===== config.mk =====
export PLATFORM = sky130hd
export DESIGN_NAME = cpu_control_unit_flat
export DESIGN_NICKNAME = d
export VERILOG_FILES = /design/src/rtl/cpu_pkg.sv /design/src/rtl/cpu_control_unit_if.sv /design/src/rtl/cpu_decoder.sv /design/src/rtl/cpu_control_unit.sv /design/src/flat_wrapper.sv
export SDC_FILE = /design/constraint.sdc
export NUM_CORES = 1
export LEC_CHECK = 0
export CAP_MARGIN = 30
export CORE_MARGIN = 2
export CORE_UTILIZATION = 49
export CTS_CLUSTER_DIAMETER = 50
export CTS_CLUSTER_SIZE = 25
export DETAILED_ROUTE_END_ITERATION = 6
export HOLD_SLACK_MARGIN = 0.06
export PLACE_DENSITY = 0.86
export SLEW_MARGIN = 20
export SYNTH_ARGS = -nofsm -noshare
export SYNTH_HDL_FRONTEND = slang
export SYNTH_SLANG_ARGS = --single-unit

===== constraint.sdc =====
create_clock -name clk -period 3.4 [get_ports clk]
set_clock_uncertainty 0.05 [all_clocks]
set_input_delay 0.68 -clock clk [delete_from_list [all_inputs] [get_ports clk]]
set_output_delay 0.68 -clock clk [all_outputs]
set_load 0.02 [all_outputs]

===== src/rtl/cpu_pkg.sv =====
// Shared types for the CPU control unit: opcodes, ALU operation codes,
// sequencer states and the decoded-control bundle.
package cpu_pkg;

  typedef enum logic [3:0] {
    OP_ADD  = 4'd0,
    OP_SUB  = 4'd1,
    OP_AND  = 4'd2,
    OP_OR   = 4'd3,
    OP_XOR  = 4'd4,
    OP_ADDI = 4'd5,
    OP_LD   = 4'd6,
    OP_ST   = 4'd7,
    OP_JMP  = 4'd8,
    OP_NOP  = 4'd14,
    OP_HALT = 4'd15
  } op_e;

  localparam logic [2:0] ALU_ADD  = 3'd0;
  localparam logic [2:0] ALU_SUB  = 3'd1;
  localparam logic [2:0] ALU_AND  = 3'd2;
  localparam logic [2:0] ALU_OR   = 3'd3;
  localparam logic [2:0] ALU_XOR  = 3'd4;
  localparam logic [2:0] ALU_LD   = 3'd5;
  localparam logic [2:0] ALU_ST   = 3'd6;
  localparam logic [2:0] ALU_PASS = 3'd7;

  typedef enum logic [2:0] {
    S_IDLE,
    S_FETCH,
    S_DECODE,
    S_EXEC,
    S_WAIT_DONE,
    S_WB,
    S_HALTED
  } state_e;

  typedef struct packed {
    logic [2:0] rf_wr_sel;
    logic [2:0] reg_1_sel;
    logic [2:0] reg_2_sel;
    logic       R1_sel;
    logic       R2_sel;
    logic       PC_sel;
    logic       rf_write_sel;
    logic       write_rf_bool;
    logic [2:0] ALU_sel;
    logic       illegal;
    logic       halt;
  } ctrl_t;

  // Register fields always pass straight through; everything else starts as a NOP.
  function automatic ctrl_t nop_ctrl(input logic [8:0] regs);
    ctrl_t c;
    c.rf_wr_sel     = regs[8:6];
    c.reg_1_sel     = regs[5:3];
    c.reg_2_sel     = regs[2:0];
    c.R1_sel        = 1'b0;
    c.R2_sel        = 1'b0;
    c.PC_sel        = 1'b0;
    c.rf_write_sel  = 1'b1;
    c.write_rf_bool = 1'b0;
    c.ALU_sel       = ALU_PASS;
    c.illegal       = 1'b0;
    c.halt          = 1'b0;
    return c;
  endfunction

endpackage


===== src/rtl/cpu_control_unit_if.sv =====
// Instruction-memory request/valid handshake between the control unit
// (master) and the instruction memory (slave).
interface cpu_control_unit_if;
  logic        imem_req;
  logic [15:0] imem_addr;
  logic        imem_valid;
  logic [15:0] imem_data;

  modport master (output imem_req, imem_addr, input imem_valid, imem_data);
  modport slave  (input imem_req, imem_addr, output imem_valid, imem_data);
endinterface


===== src/rtl/cpu_decoder.sv =====
// Combinational instruction decoder: IR in, datapath control bundle out.
module cpu_decoder
  import cpu_pkg::*;
(
  input  logic [15:0] ir,
  output ctrl_t       ctrl
);

  // Low three bits carry no control information in this encoding.
  logic [2:0] unused_ir_lsb;
  assign unused_ir_lsb = ir[2:0];

  always_comb begin
    ctrl = nop_ctrl(ir[11:3]);
    case (ir[15:12])
      OP_ADD:  begin ctrl.ALU_sel = ALU_ADD; ctrl.write_rf_bool = 1'b1; end
      OP_SUB:  begin ctrl.ALU_sel = ALU_SUB; ctrl.write_rf_bool = 1'b1; end
      OP_AND:  begin ctrl.ALU_sel = ALU_AND; ctrl.write_rf_bool = 1'b1; end
      OP_OR:   begin ctrl.ALU_sel = ALU_OR;  ctrl.write_rf_bool = 1'b1; end
      OP_XOR:  begin ctrl.ALU_sel = ALU_XOR; ctrl.write_rf_bool = 1'b1; end
      OP_ADDI: begin
        ctrl.ALU_sel       = ALU_ADD;
        ctrl.R2_sel        = 1'b1;
        ctrl.write_rf_bool = 1'b1;
      end
      OP_LD: begin
        ctrl.ALU_sel       = ALU_LD;
        ctrl.R2_sel        = 1'b1;
        ctrl.rf_write_sel  = 1'b0;
        ctrl.write_rf_bool = 1'b1;
      end
      OP_ST: begin
        ctrl.ALU_sel = ALU_ST;
        ctrl.R2_sel  = 1'b1;
      end
      OP_JMP: begin
        ctrl.ALU_sel = ALU_ADD;
        ctrl.R1_sel  = 1'b1;
        ctrl.R2_sel  = 1'b1;
        ctrl.PC_sel  = 1'b1;
      end
      OP_NOP:  ctrl.illegal = 1'b0;
      OP_HALT: ctrl.halt    = 1'b1;
      default: ctrl.illegal = 1'b1;
    endcase
  end

endmodule


===== src/rtl/cpu_control_unit.sv =====
// Sequencing controller for cpu_data_path: fetch, decode, execute strobe,
// completion wait with timeout, and PC/instruction-count writeback.
module cpu_control_unit
  import cpu_pkg::*;
#(
  parameter logic [15:0] RESET_PC     = 16'h0000,
  parameter int          DONE_TIMEOUT = 64,
  parameter int          CNT_W        = 16
) (
  input  logic               clk,
  input  logic               reset,
  input  logic               run,
  cpu_control_unit_if.master imem,
  output logic [15:0]        IR,
  output logic [15:0]        PC,
  input  logic [15:0]        PC_out,
  input  logic               next_IR,
  output logic [2:0]         rf_wr_sel,
  output logic [2:0]         reg_1_sel,
  output logic [2:0]         reg_2_sel,
  output logic               R1_sel,
  output logic               R2_sel,
  output logic               PC_sel,
  output logic               rf_write_sel,
  output logic               write_rf_bool,
  output logic [2:0]         ALU_sel,
  output logic               begin_instruction,
  output logic               halted,
  output logic               illegal_instr,
  output logic               timeout_err,
  output logic [CNT_W-1:0]   instr_count
);

  localparam int TW = (DONE_TIMEOUT > 2) ? $clog2(DONE_TIMEOUT) : 1;
  localparam logic [TW-1:0] T_LAST = TW'(DONE_TIMEOUT - 1);

  state_e        state;
  logic [TW-1:0] timer;
  ctrl_t         dec;

  cpu_decoder u_dec (
    .ir   (IR),
    .ctrl (dec)
  );

  assign imem.imem_addr = PC;

  // IR has no reset: it only ever loads from a completed fetch.
  always_ff @(posedge clk) begin
    if (state == S_FETCH && imem.imem_valid) IR <= imem.imem_data;
  end

  always_ff @(posedge clk or posedge reset) begin
    if (reset) begin
      state             <= S_IDLE;
      PC                <= RESET_PC;
      timer             <= '0;
      imem.imem_req     <= 1'b0;
      begin_instruction <= 1'b0;
      rf_wr_sel         <= '0;
      reg_1_sel         <= '0;
      reg_2_sel         <= '0;
      R1_sel            <= 1'b0;
      R2_sel            <= 1'b0;
      PC_sel            <= 1'b0;
      rf_write_sel      <= 1'b0;
      write_rf_bool     <= 1'b0;
      ALU_sel           <= '0;
      halted            <= 1'b0;
      illegal_instr     <= 1'b0;
      timeout_err       <= 1'b0;
      instr_count       <= '0;
    end else begin
      case (state)
        S_IDLE: begin
          if (run && !halted) begin
            state         <= S_FETCH;
            imem.imem_req <= 1'b1;
          end
        end
        S_FETCH: begin
          if (imem.imem_valid) begin
            state         <= S_DECODE;
            imem.imem_req <= 1'b0;
          end
        end
        S_DECODE: begin
          // The only place the datapath selects change.
          rf_wr_sel     <= dec.rf_wr_sel;
          reg_1_sel     <= dec.reg_1_sel;
          reg_2_sel     <= dec.reg_2_sel;
          R1_sel        <= dec.R1_sel;
          R2_sel        <= dec.R2_sel;
          PC_sel        <= dec.PC_sel;
          rf_write_sel  <= dec.rf_write_sel;
          write_rf_bool <= dec.write_rf_bool;
          ALU_sel       <= dec.ALU_sel;
          if (dec.illegal) illegal_instr <= 1'b1;
          if (dec.halt) begin
            state       <= S_HALTED;
            halted      <= 1'b1;
            instr_count <= instr_count + CNT_W'(1);
          end else begin
            state             <= S_EXEC;
            begin_instruction <= 1'b1;
          end
        end
        S_EXEC: begin
          begin_instruction <= 1'b0;
          timer             <= '0;
          state             <= S_WAIT_DONE;
        end
        S_WAIT_DONE: begin
          // First cycle is a settle cycle; next_IR may still be stale from the datapath.
          if (timer != '0 && next_IR) begin
            state <= S_WB;
          end else if (timer == T_LAST) begin
            timeout_err <= 1'b1;
            halted      <= 1'b1;
            state       <= S_HALTED;
          end else begin
            timer <= timer + TW'(1);
          end
        end
        S_WB: begin
          PC          <= PC_out;
          instr_count <= instr_count + CNT_W'(1);
          if (run) begin
            state         <= S_FETCH;
            imem.imem_req <= 1'b1;
          end else begin
            state <= S_IDLE;
          end
        end
        S_HALTED: halted <= 1'b1;
        default:  state  <= S_IDLE;
      endcase
    end
  end

endmodule


===== src/flat_wrapper.sv =====
// flat-port wrapper written by rule: the top's interface ports become plain ports
module cpu_control_unit_flat import cpu_pkg::*;
#(
  parameter logic [15:0] RESET_PC     = 16'h0000,
  parameter int          DONE_TIMEOUT = 64,
  parameter int          CNT_W        = 16
)
  (clk, reset, run, IR, PC, PC_out, next_IR, rf_wr_sel, reg_1_sel, reg_2_sel, R1_sel, R2_sel, PC_sel, rf_write_sel, write_rf_bool, ALU_sel, begin_instruction, halted, illegal_instr, timeout_err, instr_count, imem_imem_req, imem_imem_addr, imem_imem_valid, imem_imem_data);
  cpu_control_unit_if imem_i ();
  input  logic clk;
  input  logic reset;
  input  logic run;
  output logic [15:0] IR;
  output logic [15:0] PC;
  input  logic [15:0] PC_out;
  input  logic next_IR;
  output logic [2:0] rf_wr_sel;
  output logic [2:0] reg_1_sel;
  output logic [2:0] reg_2_sel;
  output logic R1_sel;
  output logic R2_sel;
  output logic PC_sel;
  output logic rf_write_sel;
  output logic write_rf_bool;
  output logic [2:0] ALU_sel;
  output logic begin_instruction;
  output logic halted;
  output logic illegal_instr;
  output logic timeout_err;
  output logic [CNT_W-1:0] instr_count;
  output wire logic [$bits(imem_i.imem_req)-1:0] imem_imem_req;
  output wire logic [$bits(imem_i.imem_addr)-1:0] imem_imem_addr;
  input wire logic [$bits(imem_i.imem_valid)-1:0] imem_imem_valid;
  input wire logic [$bits(imem_i.imem_data)-1:0] imem_imem_data;
  assign imem_imem_req = imem_i.imem_req;
  assign imem_imem_addr = imem_i.imem_addr;
  assign imem_i.imem_valid = imem_imem_valid;
  assign imem_i.imem_data = imem_imem_data;
  cpu_control_unit #(.RESET_PC(RESET_PC), .DONE_TIMEOUT(DONE_TIMEOUT), .CNT_W(CNT_W)) u_core (.clk(clk), .reset(reset), .run(run), .imem(imem_i), .IR(IR), .PC(PC), .PC_out(PC_out), .next_IR(next_IR), .rf_wr_sel(rf_wr_sel), .reg_1_sel(reg_1_sel), .reg_2_sel(reg_2_sel), .R1_sel(R1_sel), .R2_sel(R2_sel), .PC_sel(PC_sel), .rf_write_sel(rf_write_sel), .write_rf_bool(write_rf_bool), .ALU_sel(ALU_sel), .begin_instruction(begin_instruction), .halted(halted), .illegal_instr(illegal_instr), .timeout_err(timeout_err), .instr_count(instr_count));
endmodule

==> After elaboration in Yosys (flattened, before gate mapping) <==
Cells that the tools add are included.
{ "word_totals": {"ff_bits": 78} }
{ "op_classes": {"mux": 28, "n_eq_ne": 26, "add_sub_neg": 2, "bitwise_logic": 3, "reduce_logical": 24} }
{ "op_table": {"columns": ["operator", "n"], "rows": [
  ["case mux 3 bit (7 select lines)", 2],
  ["case mux 16 bit (2 select lines)", 1],
  ["adder 16 x 1 -> 16 bit, second input constant", 1],
  ["== test 4 x 3 -> 1 bit, second input constant", 4],
  ["two-way mux 16 bit", 1],
  ["two-way mux 3 bit", 5],
  ["two-way mux 1 bit", 13],
  ["== test 4 bit, second input constant", 3],
  ["two-way mux 6 bit", 2],
  ["case mux 6 bit (2 select lines)", 1],
  ["AND reduction 4 bit", 3],
  ["OR reduction 11 bit", 1],
  ["inequality test 2 bit, second input constant", 5],
  ["== test 3 bit, second input constant", 3],
  ["== test 4 x 2 -> 1 bit, second input constant", 2],
  ["OR reduction 7 bit", 1],
  ["adder 6 x 1 -> 6 bit, second input constant", 1],
  ["== test 3 x 2 -> 1 bit, second input constant", 2],
  ["== test 6 bit, second input constant", 1],
  ["inequality test 2 x 1 -> 1 bit, second input constant", 3],
  ["case mux 1 bit (3 select lines)", 2],
  ["AND reduction 2 bit", 3],
  ["AND reduction 3 bit", 2],
  ["nonzero test 2 bit", 3],
  ["other kinds (13)", 18]
]} }

==> Depth between registers and ports, before layout <==
Gate-level depths: netlist of the first run.
{ "logic_depth": {"depth_word": 4, "depth_mapped": 7} }

==> Hierarchy <==
A second synthesis of the first run with hierarchy kept.
{ "hier_totals": {"cells_unflattened": 282, "area_unflattened_um2": 3512.1} }
{ "modules_own_cells": {"columns": ["mod", "n_inst", "cells_per_inst", "area_each_um2", "seq_area_each_um2"], "rows": [
  ["cpu_control_unit", 1, 246, 3311.9, 2057.0],
  ["cpu_decoder", 1, 36, 200.2, 0.0]
]} }

==> Worst setup path after synthesis of the first run <==
No wires, ideal clock.
{ "synth_timing": {"kind": "reg2reg", "start": "reg u_core.timer[0]", "end": "reg u_core.timer[5]", "path_buffers": 0, "required_ns": 3.228, "path_stages_with_launch": 7, "path_slack_ns": 1.501, "setup_time_ns": 0.122, "period_less_slack_ns": 1.899, "arrival_time_ns": 1.727, "path_cell_list": "dfrtp_1 > inv_1 > ha_1 > nand2b_4 > o41a_4 > or4_4 > mux2i_1"} }
{ "synth_via": {"elab_chain_len": 4} }
{ "synth_rtl": {"columns": ["item", "line", "text"], "rows": [
  ["start: declaration", "cpu_control_unit.sv:38", "logic [TW-1:0] timer;"],
  ["start signal: assignment", "cpu_control_unit.sv:122", "timer <= timer + TW'(1);"],
  ["adder 6 x 1 -> 6 bit / nonzero test 6 bit (equally long branches)", "cpu_control_unit.sv:122, cpu_control_unit.sv:115", null],
  ["two-way mux 6 bit / logical AND 1 bit (equally long branches)", "cpu_control_unit.sv:117, cpu_control_unit.sv:115", null],
  ["two-way mux 6 bit / inequality test 2 bit (equally long branches)", null, null],
  ["case mux 6 bit (2 select lines) / AND reduction 3 bit (equally long branches)", null, null]
]} }
Several ways; a longest one is shown, not always the timed one. The select of a mux whose other input is x is not followed.
A chain may end at the register's enable or synchronous reset.

==> Worst setup path after layout of the first run <==
{ "layout_timing": {"start": "reg u_core.IR[15]", "end": "out IR[15]"} }
{ "layout_lines": {"columns": ["item", "line", "text"], "rows": [
  ["start: declaration", "cpu_control_unit.sv:14", "output logic [15:0] IR,"],
  ["start signal: assignment", "cpu_control_unit.sv:50", "if (state == S_FETCH && imem.imem_valid) IR <= imem.imem_data;"],
  ["end: declaration", "flat_wrapper.sv:13", "output logic [15:0] IR;"]
]} }
No word-level cell between the ends.

==> impl_metrics.ini, run 1 <==
[pwr]
switching_share_pct = 40.09
ir_drop_v = 0.0005098
p_comb_share_pct = 45.7
leakage_uw = 0.002054
p_sw_uw = 1658
total_power_uw = 4135
internal-power_uw = 2477
powerDensity_mw_per_mm2 = 851.5
clockPowerShare_pct = 16.8
seqPwrFrac_pct = 37.5

[sta]
maxSlewHeadroom_pct = 52.13
setup_violations = 0
finalSetupTns_ns = 0
worst_pin_slew_ns = 0.7158
hold_viol = 0
report.final.slew_viol_count = 0
rsz0062_at_grt = no
fin_crit_ns = 2.372
final.period_utilization_pct = 69.76
max_freq_ghz = 0.4216

[synth]
synth_nets = 388
synth_flop_cell = dfrtp_1
synth-edff-count = 16
yosysSeqAreaShare_pct = 57.04
synth-seq-cells = 78
async_reset_ff_share_pct = 79.49
yosysWarnings = 0
synthDistinctLibCells = 51
netlist_instances = 348
avgSynthCellArea_um2 = 10.24
synth_area_mm2 = 0.003562

[clocking]
cts_sinks = 78
insertion_delay_ns = 0.34
root_buffer = clkbuf_8
cts_hold_buffers = 0
clk_transition_reported_paths_ns = 0.08
cts_resized = 0
cts_setup_buffers = 0
cts_tree = built
cts_buffers = 9
cts_max_path_buffers = 2
ctsHtreeMaxLevel = 3

[floorplanning]
die_w_um = 89.26
dieHeight_um = 89.26
rows = 31
dieArea_mm2 = 0.007967
core_area_mm2 = 0.007137
start_util_pct = 49.91
io_pins = 123

[setup_path]
endpoint_kind = output pin
startpoint_type = register
cpPeakStageDelay_ns = 0.70
path_max_fanout = 14
ff2ff_path_depth = 4
r2r_start = u_core.state[0]$_DFFE_PP0P_
timing.critical_path.buf_inv = 1
worstPathArrival_ns = 1.64
rr_endpoint = u_core.instr_count[15]$_DFFE_PP0P_
worstSetupPathType = reg -> out
ff2ff_setup_slack_ns = 1.05
cp_top_family = buffers and inverters
cpMaxStageDelayCell = clkdlybuf4s50_1
path_cells = clkdlybuf4s50_1
required_ns = 2.67

[worst_hold_path]
hold_depth = 1
min_to = u_core.illegal_instr$_DFFE_PP0P_
hp-start = u_core.illegal_instr$_DFFE_PP0P_
min_path_type = reg -> reg

[global_routing]
grt_max_degree = 32
grt_pass1_wl_mm = 13.03
grt_overflow_total = 0
grt_antenna_before_repair = 0
grt_usage_pct = 21.49
grt_pass1_vias = 2674

[detailed_routing]
ant_nets = 0
dr.pass1.iters = 4
drc_errors = 0
wire_per_inst_um = 15.11
drt_iter0_markers = 156
vias = 2845
avgViaCountPerCell = 5.220
wirelength_mm = 8.237

[job]
cap_viol_max_count = 0

[cells_and_area]
drive_above_1_share_pct = 6.278
final_common_cell = clkdlybuf4s50_1
nNetsFinal = 481
area_growth_pct = 36.32
num_antenna_cells = 0
final_cell_mix = clkdlybuf4s50_1 (122), nand2_1 (98), dfrtp_1 (62)

[outcome]
status = completed

[place]
hpwlAfterDp_mm = 5.951
port_buffers = 122
gp_congestion = 0.8450
[sequential cells by signal (all words and copies together), names as in the netlist, 3 cells and up]
| name | flops |
|---|---|
| u_core.reg_1_sel | 3 |
| u_core.IR | 16 |
| u_core.ALU_sel | 3 |
| u_core.reg_2_sel | 3 |
| u_core.timer | 6 |
| u_core.state | 3 |
| u_core.PC | 16 |
| u_core.instr_count | 16 |
| u_core.rf_wr_sel | 3 |
[per-stage QoR]
stage	instance area [um2]	hold WS, ns	instances	worst slack [ns]	utilization [%]
after CTS	4856	0.4244	545	1.010	68.04
after global placement	4657	0.4003	529	1.067	65.25
after detailed placement	4657	0.3954	529	0.9811	65.25
final	4856	0.4193	545	1.028	68.04
after floorplan	3562	0.3921	348	1.129	-
after global routing	4856	0.4367	545	0.8827	68.04
[cell families after synthesis]
group           Yosys count  share of synthesized area [%]
buf+inv                  51                          8.500
mux                       4                          1.159
flops                    78                          57.04
compound gates           42                          8.289
xor+xnor                 15                          3.688
fa+ha+maj                 3                          1.054
simple gates            155                          20.27
[layer usage]
metal,global-route usage [%],vias up,share of wire (%)
li1,-,1346,-
met1,28.07,1359,40
met2,35.69,132,51
met3,4.894,8,7.2
met4,7.056,0,1.3
met5,0,-,0
[synthesized netlist by cell type, types with 2 or more instances]
library cell	count	share of area [%]
and3_1	2	0.35
nand3b_1	2	0.42
nand2_1	98	10
mux2i_1	3	0.84
a31oi_1	2	0.35
a21oi_1	9	1.3
nor2b_1	4	0.70
o31ai_1	3	0.63
nor4_1	4	0.70
dfrtp_1	62	44
inv_1	8	0.84
buf_4	27	5.7
o22ai_1	2	0.35
xnor2_1	12	3.0
clkbuf_1	12	1.3
nor3_1	8	1.1
a211oi_1	2	0.42
o21ai_0	6	0.84
nand2b_1	2	0.35
xor2_1	3	0.74
nand4_1	9	1.6
nand3_1	9	1.3
nor3b_2	2	0.70
edfxtp_1	16	13
ha_1	3	1.1
a21o_1	2	0.42
nor2_1	8	0.84
o221ai_1	2	0.49
o21a_1	3	0.63
buf_2	2	0.28
[worst register-to-register path, delay by kind of cell (launching register included)]
| family | cells | cell delay, ns |
|---|---|---|
| simple gates | 2 | 0.93 |
| compound gates | 1 | 0.54 |
| flops | 1 | 0.56 |
| xor+xnor | 1 | 0.16 |
[cell type report]
cell class / count / area, um2
inverters: 8 / 30.03
fillers: 563 / 2281
flip-flops and latches: 78 / 2032
well taps: 99 / 123.9
clock buffers: 10 / 127.6
multi-input cells: 219 / 1227
repair buffers: 125 / 1244
clock inverters: 6 / 71.32
[worst max path at each step]
stage,startpoint,to,cells past startpoint
floorplan,reset,u_core.ALU_sel[0]$_DFFE_PP0P_,1
global placement,imem_imem_valid,u_core.IR[9]$_DFFE_PP_,4
detailed placement,imem_imem_valid,u_core.IR[4]$_DFFE_PP_,4
CTS,u_core.IR[15]$_DFFE_PP_,IR[15],1
global route,u_core.state[0]$_DFFE_PP0P_,u_core.instr_count[5]$_DFFE_PP0P_,4
finish,u_core.IR[15]$_DFFE_PP_,IR[15],1
[power groups by stage]
stage          logic, uW  clock network [uW]  registers [uW]
6_report            1890                 696            1550
5_1_grt             2040                 766            1590
4_1_cts             1910                 719            1550
3_5_place_dp        1900                   0            1570
3_3_place_gp        1840                   0            1550
2_1_floorplan        965                   0            1740
No activity file was read; power rests on OpenSTA's default activity.
==> run 2, diff against run 1 <==
--- a/config.mk
+++ b/config.mk
@@ -7,12 +7,12 @@
 export LEC_CHECK = 0
 export CAP_MARGIN = 30
 export CORE_MARGIN = 2
-export CORE_UTILIZATION = 49
+export CORE_UTILIZATION = 45
 export CTS_CLUSTER_DIAMETER = 50
 export CTS_CLUSTER_SIZE = 25
 export DETAILED_ROUTE_END_ITERATION = 6
 export HOLD_SLACK_MARGIN = 0.06
-export PLACE_DENSITY = 0.86
+export PLACE_DENSITY = 0.8
 export SLEW_MARGIN = 20
 export SYNTH_ARGS = -nofsm -noshare
 export SYNTH_HDL_FRONTEND = slang
==> constraint.sdc (replaced) <==
create_clock -name clk -period 2.2 [get_ports clk]
set_clock_uncertainty 0.05 [all_clocks]
set_input_delay 0.44 -clock clk [delete_from_list [all_inputs] [get_ports clk]]
set_output_delay 0.44 -clock clk [all_outputs]
set_load 0.02 [all_outputs]
==> run 2 against run 1 <==
Sequential power rose by 52%. Register-to-register slack worse by 0.88 ns. Utilization shrank 3.4 points. Setup slack worse by 0.94 ns. Sequential share of layout area decreased by 0.95 points. Clock power is 59% higher. Hold slack got worse by 0.083 ns. First-iteration DRC count rose by 16%. Global-route usage is 1.4 points lower. Wire length grew 1.9%. Critical path type unchanged. Critical endpoint is now IR[14]. Largest power group unchanged.
==> impl_metrics.ini, run 2 (synthesis results as in run 1) <==
[outcome]
status = completed

[detailed_routing]
vias = 2914
wirelength_mm = 8.392
wire_per_inst_um = 14.99
ant_nets = 0
drc_errors = 0
dr.pass1.iters = 4
met3_length_um = 573
highest_layer = met4
dr_wl_met2_mm = 4.203
wl_met1_mm = 3.424
drt_iter0_markers = 181
avgViaCountPerCell = 5.204

[place]
hpwlAfterDp_mm = 5.957
placedInstanceArea_mm2 = 0.004726
preCtsSetupSlack_ns = 0.2278
port_buffers = 122
gp_congestion = 0.8660

[global_routing]
grt_usage_pct = 20.13
grt_antenna_before_repair = 0
grt_pass1_wl_mm = 13.75
grt_max_degree = 25
grt_pass1_vias = 2894
grt_overflow_total = 0

[sta]
maxSlewHeadroom_pct = 58.79
setup_violations = 0
report.final.slew_viol_count = 0
worst_pin_slew_ns = 0.6141
hold_slack_ns = 0.3366
worst_slack_ns = 0.09112
rsz0062_at_grt = no
hold_viol = 0
fin_crit_ns = 2.109
finalSetupTns_ns = 0
final.period_utilization_pct = 95.86
max_freq_ghz = 0.4742

[pwr]
internal-power_uw = 3908
powerDensity_mw_per_mm2 = 1312
switching_share_pct = 40.04
p_sw_uw = 2610
seqPwrFrac_pct = 36.0
leakage_uw = 0.002130
ir_drop_v = 0.0006363
p_comb_share_pct = 47.0
clockPowerShare_pct = 17.0

[floorplanning]
core_area_mm2 = 0.007687
rows = 32
dieHeight_um = 92.97
start_util_pct = 46.34
io_pins = 123
dieArea_mm2 = 0.008643
die_w_um = 92.97

[cells_and_area]
area_growth_pct = 39.48
drive_above_1_share_pct = 8.952
final-seq-area_mm2 = 0.002032
top_regs = u_core.IR: 16 flops, u_core.PC: 16 flops, u_core.instr_count: 16 flops
final_common_cell = clkdlybuf4s50_1
final_cell_mix = clkdlybuf4s50_1 (122), nand2_1 (98), dfrtp_1 (62)
num_antenna_cells = 0
final.fill_count = 614
final_cell_area_mm2 = 0.004969
multiInputGateArea_mm2 = 0.001227
nNetsFinal = 493

[clocking]
cts_tree = built
cts_hold_buffers = 0
insertion_delay_ns = 0.35
cts_resized = 0
ctsHtreeMaxLevel = 3
root_buffer = clkbuf_8
cts_max_path_buffers = 2
clk_transition_reported_paths_ns = 0.09
cts_buffers = 9
cts_sinks = 78

[job]
cap_viol_max_count = 0

[setup_path]
worstSetupPathType = reg -> out
rr_endpoint = u_core.timer[3]$_DFFE_PP0P_
ff2ff_path_depth = 6
cpPeakStageDelay_ns = 0.69
r2r_start = u_core.timer[0]$_DFFE_PP0P_
path_max_fanout = 12
cpMaxStageDelayCell = clkdlybuf4s50_1
path_depth = 1
timing.critical_path.buf_inv = 1
endpoint_kind = output pin
ff2ff_setup_slack_ns = 0.17
worstPathArrival_ns = 1.62
startpoint = u_core.IR[14]$_DFFE_PP_
required_ns = 1.71
startpoint_type = register
path_cells = clkdlybuf4s50_1
cp_top_family = buffers and inverters
crit_path_end = IR[14]

[worst_hold_path]
min_path_type = in -> async
## run 2: changes by cell type in the layout (fill, tap and decap cells not counted), sizes merged
| cell | change |
|---|---|
| clkbuf | -1 |
| inv | +2 |
| buf | +12 |
| clkinvlp | -2 |
| clkinv | +1 |
## run 2: through the flow
step | cells | power [uW] | utilization, %
finish | 560 | 6518 | 64.63
global route | 560 | 6905 | 64.63
CTS | 555 | 6548 | 64.14
detailed placement | 539 | 5418 | 61.47
global placement | 539 | 5312 | 61.47
floorplan | 348 | 4188 | -
## run 2: area by class of cell
type,instances,area share [%]
sequential,78,40.90
timing repair buffer,137,27.10
multi-input combinational,219,24.70
tap,102,2.569
clock buffer,9,2.493
clock inverter,7,1.637
inverter,8,0.6044
## run 2: power by group through the flow
stage / Combinational (uW) / Sequential [uW] / Clock (uW)
4_1_cts: 3060 / 2350 / 1140
3_5_place_dp: 3040 / 2370 / 0
2_1_floorplan: 1490 / 2700 / 0
6_report: 3060 / 2350 / 1110
5_1_grt: 3300 / 2410 / 1190
3_3_place_gp: 2970 / 2340 / 0
## run 2: what timing repair did
action,in CTS,in global routing
setup buffers,0,5
setup endpoints to repair,0,1
endpoints found under the hold margin,0,0
## run 2: metal layers
metal  global-route usage, %  up-vias
met3                   4.996       17
met1                   23.60     1401
met2                   34.78      129
met4                   9.314        0
li1                        -     1367
met5                       0        -
## run 2: worst min-delay path by stage
stage               depth (start not counted)                          endpoint
finish                                      2  u_core.illegal_instr$_DFFE_PP0P_
global route                                2  u_core.illegal_instr$_DFFE_PP0P_
floorplan                                   2   u_core.reg_1_sel[0]$_DFFE_PP0P_
global placement                            2   u_core.reg_2_sel[1]$_DFFE_PP0P_
CTS                                         2  u_core.illegal_instr$_DFFE_PP0P_
detailed placement                          1    u_core.timeout_err$_DFFE_PP0P_
==> run 3, diff against run 2 <==
--- a/config.mk
+++ b/config.mk
@@ -5,7 +5,6 @@
 export SDC_FILE = /design/constraint.sdc
 export NUM_CORES = 1
 export LEC_CHECK = 0
-export CAP_MARGIN = 30
 export CORE_MARGIN = 2
 export CORE_UTILIZATION = 45
 export CTS_CLUSTER_DIAMETER = 50
==> constraint.sdc (replaced) <==
create_clock -name clk -period 2.3 [get_ports clk]
set_clock_uncertainty 0.05 [all_clocks]
set_input_delay 0.46 -clock clk [delete_from_list [all_inputs] [get_ports clk]]
set_output_delay 0.46 -clock clk [all_outputs]
set_load 0.02 [all_outputs]
==> run 3 against run 2 <==
Final area shrank 1.2%. Clock power shrank 8%. Critical path depth is the same. Critical path type unchanged. Highest routed layer unchanged.
==> impl_metrics.ini, run 3 (synthesis results as in run 1) <==
[detailed_routing]
drc_errors = 0
dr.pass1.iters = 4
wirelength_mm = 8.032
avgViaCountPerCell = 5.195
ant_nets = 0
wire_per_inst_um = 14.52
vias = 2873
drt_iter0_markers = 167

[place]
gp_congestion = 0.8340
port_buffers = 122
hpwlAfterDp_mm = 5.867

[setup_path]
path_cells = clkdlybuf4s50_1
cpMaxStageDelayCell = clkdlybuf4s50_1
cp_top_family = buffers and inverters
r2r_start = u_core.timer[0]$_DFFE_PP0P_
path_depth = 1
ff2ff_setup_slack_ns = 0.30
worstPathArrival_ns = 1.64
endpoint_kind = output pin
required_ns = 1.79
path_max_fanout = 14
crit_path_end = IR[15]
worstSetupPathType = reg -> out
startpoint_type = register
ff2ff_path_depth = 6
rr_endpoint = u_core.timer[5]$_DFFE_PP0P_
startpoint = u_core.IR[15]$_DFFE_PP_
cpPeakStageDelay_ns = 0.69
timing.critical_path.buf_inv = 1

[cells_and_area]
final-seq-area_mm2 = 0.002032
num_antenna_cells = 0
post-route-util_pct = 63.88
final_common_cell = clkdlybuf4s50_1
final_cell_mix = clkdlybuf4s50_1 (122), nand2_1 (98), dfrtp_1 (62)
final.fill_count = 618
top_regs = u_core.IR: 16 flops, u_core.PC: 16 flops, u_core.instr_count: 16 flops
nNetsFinal = 486
area_growth_pct = 37.86
drive_above_1_share_pct = 7.539
multiInputGateArea_mm2 = 0.001227

[floorplanning]
io_pins = 123
core_area_mm2 = 0.007687
rows = 32
start_util_pct = 46.34
dieArea_mm2 = 0.008643
die_w_um = 92.97
dieHeight_um = 92.97

[sta]
worst_pin_slew_ns = 0.5584
final.period_utilization_pct = 93.52
maxSlewHeadroom_pct = 62.52
finalSetupTns_ns = 0
max_freq_ghz = 0.4649
report.final.slew_viol_count = 0
fin_crit_ns = 2.151
setup_violations = 0
hold_viol = 0
rsz0062_at_grt = no

[clocking]
cts_resized = 0
cts_sinks = 78
root_buffer = clkbuf_8
clk_transition_reported_paths_ns = 0.09
cts_setup_buffers = 0
cts_tree = built
cts_buffers = 9
cts_hold_buffers = 0
insertion_delay_ns = 0.36
cts_max_path_buffers = 2
ctsHtreeMaxLevel = 3

[pwr]
ir_drop_v = 0.0005702
powerDensity_mw_per_mm2 = 1251
leakage_uw = 0.002093

[global_routing]
grt_max_degree = 25
grt_usage_pct = 19.13
grt_antenna_before_repair = 0
grt_pass1_vias = 2760
grt_pass1_wl_mm = 13.08
grt_overflow_total = 0

[outcome]
status = completed

[worst_hold_path]
min_path_type = in -> async

[job]
cap_viol_max_count = 0
-- run 3: how the worst min path moves through the flow --
stage	start	to	slack (ns)	depth (start not counted)
final	reset	u_core.R1_sel$_DFFE_PP0P_	0.35	2
after global routing	reset	u_core.R1_sel$_DFFE_PP0P_	0.38	2
after CTS	reset	u_core.R1_sel$_DFFE_PP0P_	0.35	2
after detailed placement	u_core.IR[5]$_DFFE_PP_	u_core.reg_2_sel[2]$_DFFE_PP0P_	0.40	2
after global placement	u_core.IR[3]$_DFFE_PP_	u_core.reg_2_sel[0]$_DFFE_PP0P_	0.40	2
after floorplan	u_core.IR[6]$_DFFE_PP_	u_core.reg_1_sel[0]$_DFFE_PP0P_	0.39	2
-- run 3: cell type report --
type	instances	area share [%]
Inverter	8	0.6115
Tap cell	102	2.599
Multi-Input combinational cell	219	24.99
Sequential cell	78	41.38
Clock inverter	7	1.554
Timing Repair Buffer	130	26.34
Clock buffer	9	2.522
-- run 3: power by group --
group          switching, uW  leakage, uW  internal, uW  total, uW
logic                   1520      0.00106          1330       2860
clock network            592     0.000103           433       1020
registers                402     0.000932          1860       2260
-- run 3: layer usage --
layer,wire length (um),up-vias,track usage (%)
li1,-,1354,-
met5,0,-,0
met2,3975,125,32.49
met3,580,20,4.754
met4,209,0,9.681
met1,3267,1374,22.55
-- run 3: stage by stage --
stage / total power [uW] / std cells / area (um2) / hold slack [ns] / setup slack [ns]
2_1_floorplan: 4005 / 348 / 3562 / 0.3921 / 0.2486
3_3_place_gp: 5068 / 537 / 4711 / 0.4009 / 0.3661
3_5_place_dp: 5163 / 537 / 4711 / 0.4019 / 0.3108
4_1_cts: 6194 / 553 / 4911 / 0.3464 / 0.1266
5_1_grt: 6482 / 553 / 4911 / 0.3784 / 0.08114
6_report: 6142 / 553 / 4911 / 0.3453 / 0.1489
